===== src/rtl/uart_pkg.sv =====
`default_nettype none
// ============================================================================
//  Module : uart_pkg
//  Shared UART timing constants and transmit-queue sequencer state encoding.
//  Rev    : 1.0
// ============================================================================
package uart_pkg;

   typedef enum logic [1:0] {
      IDLE = 2'd0,
      SEND = 2'd1,
      GAP  = 2'd2
   } uart_txq_state_t;

   localparam int CLKS_PER_BIT_9600 = 10416;
   localparam int UART_FRAME_BITS   = 11;

endpackage : uart_pkg
`default_nettype wire


===== src/rtl/sync_fifo.sv =====
`default_nettype none
// ============================================================================
//  Module : sync_fifo
//  Single-clock FIFO with separate occupancy register; pushes are accepted
//  when not full or when a pop frees a slot in the same cycle.
//  Rev    : 1.0
// ============================================================================
module sync_fifo
   import uart_pkg::*;
#(
   parameter int WIDTH = 8,
   parameter int DEPTH = 16
) (
   input  logic                   clk,
   input  logic                   reset,
   input  logic                   i_push,
   input  logic [WIDTH-1:0]       i_wr_data,
   input  logic                   i_pop,
   output logic [WIDTH-1:0]       o_rd_data,
   output logic                   o_accept,
   output logic [$clog2(DEPTH):0] o_count,
   output logic                   o_full,
   output logic                   o_empty
);

   localparam int AW = $clog2(DEPTH);
   localparam int CW = AW + 1;
   localparam logic [CW-1:0] c_depth = CW'(DEPTH);

   logic [WIDTH-1:0] r_mem [DEPTH];
   logic [AW-1:0]    r_wr_ptr;
   logic [AW-1:0]    r_rd_ptr;
   logic [CW-1:0]    r_count;

   logic w_do_pop;
   logic w_accept;

   assign w_do_pop = i_pop && (r_count != '0);
   // A simultaneous pop frees the slot the push needs, so full does not block it.
   assign w_accept = i_push && ((r_count < c_depth) || w_do_pop);

   always_ff @(posedge clk) begin
      if (!reset) begin
         r_wr_ptr <= '0;
         r_rd_ptr <= '0;
         r_count  <= '0;
      end else begin
         if (w_accept) begin
            r_wr_ptr <= r_wr_ptr + 1'b1;
         end
         if (w_do_pop) begin
            r_rd_ptr <= r_rd_ptr + 1'b1;
         end
         case ({w_accept, w_do_pop})
            2'b10:   r_count <= r_count + 1'b1;
            2'b01:   r_count <= r_count - 1'b1;
            default: r_count <= r_count;
         endcase
      end
   end

   always_ff @(posedge clk) begin
      if (reset && w_accept) begin
         r_mem[r_wr_ptr] <= i_wr_data;
      end
   end

   assign o_rd_data = r_mem[r_rd_ptr];
   assign o_accept  = w_accept;
   assign o_count   = r_count;
   assign o_full    = (r_count == c_depth);
   assign o_empty   = (r_count == '0);

endmodule : sync_fifo
`default_nettype wire


===== src/rtl/uart_tx_queue.sv =====
`default_nettype none
// ============================================================================
//  Module : uart_tx_queue
//  Byte queue feeding the UART transmitter, paced by a local frame timer
//  because the transmitter exposes no busy indication.
//  Rev    : 1.0
// ============================================================================
module uart_tx_queue
   import uart_pkg::*;
#(
   parameter int DEPTH        = 16,
   parameter int CLKS_PER_BIT = CLKS_PER_BIT_9600,
   parameter int FRAME_BITS   = UART_FRAME_BITS
) (
   input  logic                   clk,
   input  logic                   reset,
   input  logic                   wr_en,
   input  logic [7:0]             wr_data,
   output logic                   full,
   output logic                   empty,
   output logic [$clog2(DEPTH):0] count,
   output logic                   overflow,
   output logic                   tx_start,
   output logic [7:0]             tx_data
);

   localparam int FRAME_CLKS = CLKS_PER_BIT * FRAME_BITS;
   localparam int CNT_W      = $clog2(FRAME_CLKS);
   localparam logic [CNT_W-1:0] c_send_last  = CNT_W'(CLKS_PER_BIT - 1);
   localparam logic [CNT_W-1:0] c_frame_last = CNT_W'(FRAME_CLKS - 1);

   uart_txq_state_t  r_state;
   uart_txq_state_t  w_next_state;
   logic [CNT_W-1:0] r_frame_cnt;
   logic [7:0]       r_tx_data;
   logic             r_overflow;

   logic             w_pop;
   logic             w_tx_start;
   logic             w_accept;
   logic [7:0]       w_head;
   logic             w_empty;

   sync_fifo #(
      .WIDTH (8),
      .DEPTH (DEPTH)
   ) u_fifo (
      .clk       (clk),
      .reset     (reset),
      .i_push    (wr_en),
      .i_wr_data (wr_data),
      .i_pop     (w_pop),
      .o_rd_data (w_head),
      .o_accept  (w_accept),
      .o_count   (count),
      .o_full    (full),
      .o_empty   (w_empty)
   );

   always_ff @(posedge clk) begin
      if (!reset) begin
         r_state <= IDLE;
      end else begin
         r_state <= w_next_state;
      end
   end

   always_comb begin
      w_next_state = r_state;
      w_pop        = 1'b0;
      w_tx_start   = 1'b0;
      case (r_state)
         IDLE: begin
            if (!w_empty) begin
               w_pop        = 1'b1;
               w_next_state = SEND;
            end
         end
         SEND: begin
            w_tx_start = 1'b1;
            if (r_frame_cnt == c_send_last) begin
               w_next_state = GAP;
            end
         end
         GAP: begin
            if (r_frame_cnt == c_frame_last) begin
               w_next_state = IDLE;
            end
         end
         default: w_next_state = IDLE;
      endcase
   end

   // One counter spans SEND and GAP so the frame slot length is exact.
   always_ff @(posedge clk) begin
      if (!reset) begin
         r_frame_cnt <= '0;
      end else if (w_pop) begin
         r_frame_cnt <= '0;
      end else if (r_state != IDLE) begin
         r_frame_cnt <= r_frame_cnt + 1'b1;
      end
   end

   always_ff @(posedge clk) begin
      if (!reset) begin
         r_tx_data  <= 8'h00;
         r_overflow <= 1'b0;
      end else begin
         if (w_pop) begin
            r_tx_data <= w_head;
         end
         r_overflow <= wr_en && !w_accept;
      end
   end

   assign empty    = w_empty;
   assign overflow = r_overflow;
   assign tx_start = w_tx_start;
   assign tx_data  = r_tx_data;

endmodule : uart_tx_queue
`default_nettype wire


===== config.mk =====
export PLATFORM = sky130hd
export DESIGN_NAME = uart_tx_queue
export DESIGN_NICKNAME = d
export VERILOG_FILES = /design/src/rtl/uart_pkg.sv /design/src/rtl/sync_fifo.sv /design/src/rtl/uart_tx_queue.sv
export SDC_FILE = /design/constraint.sdc
export NUM_CORES = 1
export LEC_CHECK = 0
export ABC_CLOCK_PERIOD_IN_PS = 6700
export CORE_MARGIN = 5
export CORE_UTILIZATION = 30
export DETAILED_ROUTE_END_ITERATION = 10
export GPL_ROUTABILITY_DRIVEN = 0
export MAX_ROUTING_LAYER = met4
export PLACE_DENSITY = 0.41
export REMOVE_ABC_BUFFERS = 1
export SLEW_MARGIN = 20
export SYNTH_ARGS = -nofsm -noshare
export SYNTH_HDL_FRONTEND = slang
export SYNTH_HIERARCHICAL = 1
export SYNTH_SLANG_ARGS = --single-unit

===== constraint.sdc =====
create_clock -name clk -period 6.7 [get_ports clk]
set_input_delay 1.005 -clock clk [delete_from_list [all_inputs] [get_ports clk]]
set_output_delay 1.005 -clock clk [all_outputs]
set_load 0.02 [all_outputs]

==> run summary, run 1 <==
Slew Limit Fails = 0
Cell Chain, Critical Path = or4_4 -> nor2_1 -> or3_1 -> clkinv_1 -> o21ai_1 -> ha_1 -> xor2_1 -> ha_1 -> nand2_1 -> o21ai_0 -> or3_1 -> nand4_1
Clock root buffer = clkbuf_16
DR WL/cell = 19.4 um
GRT Total Usage = 0.128
Synth cell count leaders = edfxtp_1 (128), dfxtp_1 (45), nand2_1 (39)
Die W = 164 um
Post-synthesis async set-or-reset flop share = 0
PD cells = 376 nW/um^2
Post-Syn Instances = 472
Post-synthesis mux area share = 0.104
Setup crit start kind = flop
Top FF cell, synth = edfxtp_1
Post-synth EDFFs = 128
Post-route minimum period = 4.13 ns
Crit-path max FO = 14
Flop-to-flop setup slack = 2.57 ns
Final setup fails = 0
Routed Antenna Nets = 0
Rel. slew slack = 0.316
# rows = 56
Area contributors post-synth = edfxtp_1 (54%), dfxtp_1 (13%), mux4_2 (10%)
Crit-path slowest cell = or4_4
Core Area = 23,400 sq um
Adder-Cell Fraction of Synth Area = 0.0158
Core Util, Final = 0.359
First-pass GRT wire length = 24,800 um
Share of the synthesized area in the top cell type = 0.539
Mapped Area = 7130 sq um
Simple-gate share of the synthesized area = 0.111
Critical path type = reg2reg
Worst Path Arrival = 4.43 ns
FMAX = 242 MHz
Status = complete, no violations
Post-CTS setup buffer count = 0
Vias after detailed routing = 3,997
1st-pass router iterations = 4
Slew of the pin with the lowest slew margin = 1.02 ns
Min-delay worst type = reg2reg
FF-to-FF End = u_fifo/o_count[4]
WL final = 16,100 um
TNS Setup = 0 ns
Reg clk slew, reported paths = 0.07 ns
Synth Area in XOR/XNOR = 0.0197
Die area = 26,900 sq um
Critical Path End = u_fifo/o_count[4]
Initial drt markers = 322
Maximum buffer depth of the clock tree = 2
Sinks on Clock Net = 173
Worst stage delay on the critical path = 0.58 ns
Tcrit/Tclk final = 0.616
Clk_skew = 0.00846 ns
Largest family of logic cells by synthesized area = simple AND/OR/NAND/NOR gates
Highest Signal Layer = met4
Final net count = 518
Worst reg2reg startpoint = u_fifo/o_count[2]
Synth Area in Compound Gates = 0.0634
Post-Syn Area per Cell = 15.1 sq um
Worst setup EP type = flop
P_leak = 2.73 nW
Clock H-tree levels = 4
Via density = 4.82
Vias in the first global route = 4,155
Vert. Die Dim = 164 um
R2R depth = 12
Post-synthesis sequential area ratio = 0.666
Routed length on met1 = 7580 um
Port Buf Inserts = 27
Count leader, synth = edfxtp_1
Clock latency on the worst-skew pair = 0.43 ns
N_diodes = 0
DP HPWL = 10,500 um
Final global-route overflow total = 0
I/O pin count = 28
Max Cap Viol = 0
WL met2 = 7880 um
DRC = 0
Critical path required time = 7.01 ns
Starting Density = 0.305
Hold Crit Start = tx_data[4]
CTS tree = built
Synth cell types = 58
CP startpoint = u_fifo/o_count[2]
Hold violation count in the final report = 0
#FFs+latches synth = 173
Met3 routed WL = 543 um
Leading area contributor after synthesis = edfxtp_1
Pin count of the biggest net entering global routing = 47
YS warnings = 6
TritonCTS buffer count = 17
Antenna violations before repair = 0
VDD IR-drop max = 0.163 mV
Share of cells above drive strength 1 = 0.162
Area grow syn2layout = 17.8%
Hold-fix buffers, CTS = 0
RSZ-0062 raised after global routing = false
Resize count post-CTS = 0
-- cells by family after synthesis --
kind of cell	count (synthesis)
XOR/XNOR	16
AO/OA/AOI/OAI	61
buffers and inverters	35
multiplexers	34
AND/OR/NAND/NOR	144
flip-flops	173
adder cells (fa/ha/maj)	9
-- sequential cells by signal, summed over array words and instances, names as in the netlist, named ones only --
name	count
overflow	1
r_frame_cnt	17
r_state	2
tx_data	8
u_fifo/o_count	5
u_fifo/r_mem	128
u_fifo/r_rd_ptr	4
u_fifo/r_wr_ptr	4
-- cell usage in the layout, fill, tap and decap left out, types with 4 or more instances in the layout --
master and count:
a21boi_0 7, a21oi_1 9, a22oi_1 16, and2_1 13, and3_1 4, clkbuf_16 17
clkdlybuf4s50_1 27, dfxtp_1 44, edfxtp_1 128, ha_1 9, inv_1 11, inv_6 4
inv_8 5, mux4_2 32, nand2_1 39, nand3_1 10, nand3b_1 4, nand4_1 8
nor2_1 22, nor2b_1 9, nor3_2 5, o2111ai_1 4, o21ai_0 5, or3_1 6
xnor2_1 7, xor2_1 9
-- stage by stage --
step,hold slack [ns],cell area (sq um),setup WS (ns),power [mW],cells
4_1_cts,0.473,8390,2.56,3.20,830
2_1_floorplan,0.458,7030,3.00,1.82,449
3_5_place_dp,0.464,7740,2.59,2.11,798
6_report,0.470,8390,2.57,3.16,830
3_3_place_gp,0.464,7740,2.76,2.10,798
5_1_grt,0.494,8390,2.20,3.32,830
-- worst min path at each step --
stage	slack, ns	depth (start not counted)	to
after floorplan	0.46	2	r_frame_cnt[1]
after global placement	0.46	2	tx_data[2]
after detailed placement	0.46	2	tx_data[4]
after CTS	0.47	2	tx_data[4]
after global routing	0.49	2	tx_data[4]
final	0.47	2	tx_data[4]
-- power breakdown --
group | switching [mW] | internal (mW) | total (mW)
Combinational | 0.461 | 0.340 | 0.800
Clock | 0.469 | 0.611 | 1.08
Sequential | 0.0611 | 1.21 | 1.28
-- worst max-delay path, delay by kind of cell, from the launching register on --
family / cells / cell delay, ns
AND/OR/NAND/NOR: 6 / 1.49
AO/OA/AOI/OAI: 2 / 0.69
buffers and inverters: 1 / 0.53
flip-flops: 1 / 0.42
adder cells (fa/ha/maj): 2 / 0.67
XOR/XNOR: 1 / 0.19
-- per-layer routing --
metal,vias up,track usage
li1,1874,-
met1,2056,0.171
met2,60,0.197
met3,7,0.0299
met4,0,0.0332
met5,-,-
-- layout make-up --
class	instances	area (sq um)
clock inverter	15	221
clock buffer	17	425
tap	319	399
timing repair buffer	30	293
sequential	173	4750
inverter	12	45.0
fill	2255	15000
multi-input combinational	264	2260
(Power assumes the default switching activity.)
==> inputs of run 2 (changes only) <==
--- a/config.mk
+++ b/config.mk
@@ -5,13 +5,13 @@
 export SDC_FILE = /design/constraint.sdc
 export NUM_CORES = 1
 export LEC_CHECK = 0
-export ABC_CLOCK_PERIOD_IN_PS = 6700
+export ABC_CLOCK_PERIOD_IN_PS = 3600
 export CORE_MARGIN = 5
 export CORE_UTILIZATION = 30
 export DETAILED_ROUTE_END_ITERATION = 10
 export GPL_ROUTABILITY_DRIVEN = 0
 export MAX_ROUTING_LAYER = met4
-export PLACE_DENSITY = 0.41
+export PLACE_DENSITY = 0.43
 export REMOVE_ABC_BUFFERS = 1
 export SLEW_MARGIN = 20
 export SYNTH_ARGS = -nofsm -noshare
==> constraint.sdc (replaced) <==
create_clock -name clk -period 3.6 [get_ports clk]
set_input_delay 0.54 -clock clk [delete_from_list [all_inputs] [get_ports clk]]
set_output_delay 0.54 -clock clk [all_outputs]
set_load 0.02 [all_outputs]
==> run 2 against run 1 <==
Net effect: count of clock-buffer cells in the layout did not move; utilization rose by 0.11 points; clock skew rose by 0.0027 ns; critical endpoint unchanged; global-route usage fell by 0.33 points; die area did not move; via count rose by 1.1%; critical path type unchanged; sequential cell count did not move; worst setup slack got worse by 2.2 ns.
==> run summary, run 2 (synthesis gave the netlist of run 1 again) <==
VDD IR-drop max = 0.250 mV (+53%)
Vert. Die Dim = 164 um (unchanged)
Worst reg2reg startpoint = u_fifo/o_count[2]
PD cells = 669 nW/um^2 (+78%)
Clock latency on the worst-skew pair = 0.42 ns (about the same)
Clk_skew = 0.0111 ns (+0.00265 ns)
Antenna violations before repair = 0 (unchanged)
Most common cell after layout, fill and taps aside = edfxtp_1
Rel. slew slack = 0.499 (+0.182)
Sinks on Clock Net = 173 (unchanged)
Starting Density = 0.305 (unchanged)
Post-CTS setup buffer count = 0 (unchanged)
Tcrit/Tclk final = 0.904 (+0.288)
Hold violation count in the final report = 0 (unchanged)
Clock root buffer = clkbuf_16
DR WL/cell = 18.3 um (-5.7%)
Slew Limit Fails = 0 (unchanged)
Worst setup EP type = flop
Core Area = 23,400 sq um (unchanged)
Post-route minimum period = 3.25 ns (-0.873 ns)
Slew of the pin with the lowest slew margin = 0.750 ns (-0.271 ns)
Maximum buffer depth of the clock tree = 2 (unchanged)
Worst Path Arrival = 3.54 ns (-0.89 ns)
CTS tree = built
Final global-route overflow total = 0 (unchanged)
Die W = 164 um (unchanged)
Initial drt markers = 194 (-40%)
Port Buf Inserts = 27 (unchanged)
DP HPWL = 10,200 um (-2.5%)
WL final = 15,500 um (-3.9%)
Via density = 4.78 (-0.81%)
Die area = 26,900 sq um (unchanged)
Final cell count without fillers = 846 (+1.9%)
Clock H-tree levels = 4 (unchanged)
RSZ-0062 raised after global routing = false
Vias in the first global route = 4,162 (+0.17%)
Flop-to-flop setup slack = 0.35 ns (-2.23 ns)
Most frequent cells in the layout = edfxtp_1 (128), dfxtp_1 (44), nand2_1 (39), mux4_2 (32), clkdlybuf4s50_1 (27)
R2R depth = 12 (unchanged)
Max Cap Viol = 0 (unchanged)
Hold endpoint = tx_data[2]
N_diodes = 0 (unchanged)
Share of cells above drive strength 1 = 0.176 (+0.0140)
Switch share = 0.305 (-0.00865)
First-pass GRT wire length = 24,500 um (-1.1%)
Area grow syn2layout = 18.1%
Sequential fraction of design power = 0.426 (+0.022)
Internal Power = 3.92 mW (+81%)
Hold-critical path depth = 2 (unchanged)
Hold-fix buffers, CTS = 0 (unchanged)
Worst slack at placement = 0.275 ns (-2.32 ns)
Resize count post-CTS = 0 (unchanged)
I/O pin count = 28 (unchanged)
P_leak = 2.78 nW (+1.7%)
Final setup fails = 0 (unchanged)
Vias after detailed routing = 4,041 (+1.1%)
Min-delay worst type = reg2reg
Critical path type = reg2reg
Status = complete, no violations
Final net count = 536 (+3.5%)
Reg with most FFs = u_fifo/r_mem
Setup WS post-layout = 0.347 ns (-2.23 ns)
Clock power frac = 0.309 (-0.033)
1st-pass router iterations = 4 (unchanged)
Power share of the combinational group = 0.265 (+0.011)
Reg clk slew, reported paths = 0.06 ns (about the same)
# rows = 56 (unchanged)
DRC = 0 (unchanged)
FMAX = 307 MHz (+27%)
FF-to-FF End = u_fifo/o_count[4]
GRT Total Usage = 0.125 (-0.00328)
TritonCTS buffer count = 17 (unchanged)
Pin count of the biggest net entering global routing = 46 (-2.1%)
Number of flip-flops in the largest register = 128 (unchanged)
Crit-path max FO = 12 (-2)
Placed insts = 816 (+2.3%)
Hold Crit Start = tx_data[2]
Psw = 1.72 mW (+74%)
Min Hold Slack = 0.452 ns (-0.0184 ns)
Critical path required time = 3.89 ns (-3.12 ns)
Routed Antenna Nets = 0 (unchanged)
Setup crit start kind = flop
-- run 2: changes by cell type in the layout (fill, tap and decap cells not counted), sizes merged --
cell    before  now
buf          3   21
bufinv       3    1
clkinv       3    7
inv         20   16
-- run 2: layer usage --
layer	track usage	up-vias	wire, um
li1	-	1913	-
met2	0.195	38	7510
met1	0.168	2080	7580
met3	0.0251	10	273
met5	-	-	0
met4	0.0309	0	145
-- run 2: critical path, cell delays in order (launching register included) --
cell      delay, ns
dfxtp_1        0.42
or4_4          0.57
nor2_1         0.17
or3_1          0.15
clkinv_1       0.23
o21ai_1        0.26
ha_2           0.34
xor2_1         0.18
ha_1           0.22
nand2_1        0.06
o21ai_0        0.28
or3_1          0.16
nand4_1        0.08
-- run 2: worst max path at each step --
stage | startpoint | to | slack (ns)
6_report | u_fifo/o_count[2] | u_fifo/o_count[4] | 0.35
5_1_grt | u_fifo/o_count[1] | u_fifo/o_count[4] | 0.03
4_1_cts | u_fifo/o_count[2] | u_fifo/o_count[4] | 0.24
3_3_place_gp | u_fifo/o_count[1] | u_fifo/o_count[4] | 0.40
3_5_place_dp | u_fifo/o_count[1] | u_fifo/o_count[4] | 0.28
2_1_floorplan | u_fifo/o_count[1] | u_fifo/o_count[4] | -0.1
-- run 2: area by class of cell --
| type | instances | area [sq um] |
|---|---|---|
| fillers | 2268 | 15000 |
| multi-input cells | 264 | 2240 |
| clock inverters | 13 | 136 |
| clock buffers | 17 | 425 |
| flip-flops and latches | 173 | 4750 |
| inverters | 12 | 45.0 |
| well taps | 319 | 399 |
| repair buffers | 48 | 428 |
-- run 2: per-stage QoR --
stage / util / TNS [ns] / cell area, sq um / total power [mW]
3_3_place_gp: 0.336 / 0 / 7850 / 3.95
4_1_cts: 0.360 / 0 / 8420 / 5.73
5_1_grt: 0.360 / 0 / 8420 / 5.98
6_report: 0.360 / 0 / 8420 / 5.64
3_5_place_dp: 0.336 / 0 / 7850 / 3.97
2_1_floorplan: - / -0.147 / 7030 / 3.39
-- run 2: power by group through the flow --
stage	sequential [mW]	clock (mW)	combinational, mW
after CTS	2.41	1.80	1.52
after global routing	2.43	1.89	1.66
after global placement	2.44	0	1.51
final	2.40	1.74	1.49
after floorplan	2.55	0	0.845
after detailed placement	2.45	0	1.52
==> inputs of run 3 (changes only) <==
--- a/config.mk
+++ b/config.mk
@@ -5,16 +5,18 @@
 export SDC_FILE = /design/constraint.sdc
 export NUM_CORES = 1
 export LEC_CHECK = 0
+export ABC_AREA = 1
 export ABC_CLOCK_PERIOD_IN_PS = 3600
+export CELL_PAD_IN_SITES_DETAIL_PLACEMENT = 0
+export CELL_PAD_IN_SITES_GLOBAL_PLACEMENT = 1
 export CORE_MARGIN = 5
 export CORE_UTILIZATION = 30
 export DETAILED_ROUTE_END_ITERATION = 10
 export GPL_ROUTABILITY_DRIVEN = 0
 export MAX_ROUTING_LAYER = met4
-export PLACE_DENSITY = 0.43
+export PLACE_DENSITY = 0.52
 export REMOVE_ABC_BUFFERS = 1
 export SLEW_MARGIN = 20
 export SYNTH_ARGS = -nofsm -noshare
 export SYNTH_HDL_FRONTEND = slang
-export SYNTH_HIERARCHICAL = 1
 export SYNTH_SLANG_ARGS = --single-unit
==> run 3 against run 2 <==
Net effect: wire length rose by 30%; via count is 33% higher; sequential share of layout area is 4.0 points lower; register-to-register slack better by 0.70 ns; critical endpoint is now u_fifo.o_count[4]; highest routed layer unchanged.
==> run summary, run 3 <==
Post-synthesis sequential area ratio = 0.614 (-0.0522)
# rows = 58 (+3.6%)
Core Area = 25,000 sq um (+7.0%)
Vias after detailed routing = 5,370 (+33%)
Crit path top cell by count = nand2_1
Sinks on Clock Net = 169 (-2.3%)
Top FF cell, synth = edfxtp_1
Most frequent cells in the layout = nand2_1 (265), edfxtp_1 (128), inv_1 (105), nand3_1 (105), nor2_1 (57)
P_leak = 3.61 nW (+30%)
DP HPWL = 13,300 um (+31%)
Post-synthesis async set-or-reset flop share = 0 (unchanged)
DR WL/cell = 16.9 um (-7.8%)
TritonCTS buffer count = 17 (unchanged)
N_diodes = 0 (unchanged)
Hold-fix buffers, CTS = 0 (unchanged)
Initial drt markers = 429 (+120%)
WL final = 20,200 um (+30%)
Cell Chain, Critical Path = nor2_4 -> nand2_2 -> inv_2 -> ha_1 -> xor2_1 -> ha_1 -> inv_1 -> nand2_1 -> nand3_1 -> nand2_1 -> nand2_1 -> nand2_1 -> nand2_1 -> a21oi_1
Hold violation count in the final report = 0 (unchanged)
Vert. Die Dim = 169 um (+3.1%)
Via density = 4.49 (-6.1%)
GRT Total Usage = 0.150 (+0.0254)
Share of cells above drive strength 1 = 0.0877 (-0.0888)
Worst setup EP type = flop
Slew Limit Fails = 0 (unchanged)
Pin count of the biggest net entering global routing = 67 (+46%)
Setup WS post-layout = 1.05 ns (+0.701 ns)
VDD IR-drop max = 0.328 mV (+31%)
Post-synth EDFFs = 128 (unchanged)
Reg clk slew, reported paths = 0.06 ns (about the same)
First-pass GRT wire length = 31,400 um (+28%)
Most common cell after layout, fill and taps aside = nand2_1
Area grow syn2layout = 17.2%
Min-delay worst type = reg2reg
Number of flip-flops in the largest register = 128 (unchanged)
Final net count = 875 (+63%)
Final setup fails = 0 (unchanged)
Crit-path slowest cell = inv_2
Rel. slew slack = 0.384 (-0.115)
Clock latency on the worst-skew pair = 0.43 ns (about the same)
Synth cell count leaders = nand2_1 (265), edfxtp_1 (128), inv_1 (105), nand3_1 (105), nor2_1 (57)
Post-route minimum period = 2.55 ns (-0.701 ns)
Count leader, synth = nand2_1
Worst stage delay on the critical path = 0.41 ns (-0.16 ns)
Post-Syn Instances = 820 (+74%)
Critical path type = reg2reg
YS warnings = 0 (-6)
#FFs+latches synth = 169 (-2.3%)
Clock root buffer = clkbuf_16
Die area = 28,600 sq um (+6.3%)
Leading area contributor after synthesis = edfxtp_1
Antenna violations before repair = 0 (unchanged)
Setup crit start kind = flop
Worst Path Arrival = 2.91 ns (-0.63 ns)
Maximum buffer depth of the clock tree = 2 (unchanged)
Final global-route overflow total = 0 (unchanged)
1st-pass router iterations = 5 (+1)
Synth cell types = 32 (-45%)
Slew of the pin with the lowest slew margin = 0.921 ns (+0.170 ns)
Critical path required time = 3.96 ns (+0.07 ns)
Resize count post-CTS = 0 (unchanged)
Crit-path max FO = 22 (+10)
Tcrit/Tclk final = 0.709 (-0.195)
Vias in the first global route = 5,333 (+28%)
Post-Syn Area per Cell = 9.27 sq um (-39%)
Starting Density = 0.304 (-0.000886)
Port Buf Inserts = 27 (unchanged)
Post-CTS setup buffer count = 0 (unchanged)
Mapped Area = 7600 sq um (+6.7%)
Clock H-tree levels = 4 (unchanged)
Clk_skew = 0.0109 ns (-0.000199 ns)
FMAX = 392 MHz (+27%)
Die W = 169 um (+3.1%)
Worst slack at placement = 0.927 ns (+0.652 ns)
Area contributors post-synth = edfxtp_1 (51%), nand2_1 (13%), dfxtp_1 (11%)
Routed Antenna Nets = 0 (unchanged)
TNS Setup = 0 ns (unchanged)
Reg with most FFs = u_fifo.r_mem
Status = complete, no violations
Share of the synthesized area in the top cell type = 0.506 (-0.0337)
CTS tree = built
DRC = 0 (unchanged)
RSZ-0062 raised after global routing = false
Max Cap Viol = 0 (unchanged)
I/O pin count = 28 (unchanged)
PD cells = 698 nW/um^2 (+4.3%)
run 3: cell types whose count changed in the layout (fill, tap and decap cells not counted), sizes merged, moves of 12 or more:
cell,delta
nor2,+44
nand3,+94
and2,-13
nand2,+229
mux4,-32
inv,+94
a21oi,+12
a22oi,-16
run 3: logic make-up after synthesis:
family          Yosys count  synth area share
buf+inv                 143            0.0777
fa+ha+maj                10            0.0165
flops                   169             0.614
compound gates           33            0.0244
simple gates            455             0.256
xor+xnor                 10            0.0115
run 3: worst paths after layout:
kind,to,depth (start not counted),startpoint,slack (ns)
min,r_frame_cnt[7],2,r_frame_cnt[7],0.47
max reg2reg,u_fifo.o_count[4],14,r_state[1],1.05
max,u_fifo.o_count[4],14,r_state[1],1.05
min reg2reg,r_frame_cnt[7],2,r_frame_cnt[7],0.47
run 3: layer usage:
layer  track usage  routed length [um]  vias to the layer above
li1              -                   -                     2702
met1         0.203                9510                     2536
met2         0.233                9600                      116
met3        0.0305                 885                       16
met4        0.0361                 218                        0
met5             -                   0                        -
run 3: area by class of cell:
cell class	count	area [sq um]
flip-flops and latches	169	4670
clock inverters	11	169
clock buffers	21	470
well taps	330	413
multi-input cells	508	2350
inverters	113	424
repair buffers	45	418
fillers	2542	16100
run 3: where the power goes:
group / internal [mW] / total, mW / switching, mW
registers: 2.20 / 2.28 / 0.0799
clock network: 1.22 / 1.97 / 0.757
logic: 0.618 / 1.96 / 1.35
run 3: critical path: cells and delay by family, from the launching register on:
family          cells  cell delay (ns)
compound gates      1             0.11
xor+xnor            1             0.22
fa+ha+maj           2             0.55
buf+inv             2             0.44
flops               1             0.34
simple gates        8             0.82
run 3: metrics by stage:
stage,util,total power [mW],area [sq um],cells,hold slack [ns]
after detailed placement,0.330,4.33,8270,1165,0.470
final,0.356,6.22,8910,1197,0.473
after global routing,0.356,6.64,8910,1197,0.501
after global placement,0.330,4.33,8270,1165,0.464
after CTS,0.356,6.32,8910,1197,0.479
after floorplan,-,3.56,7440,790,0.436
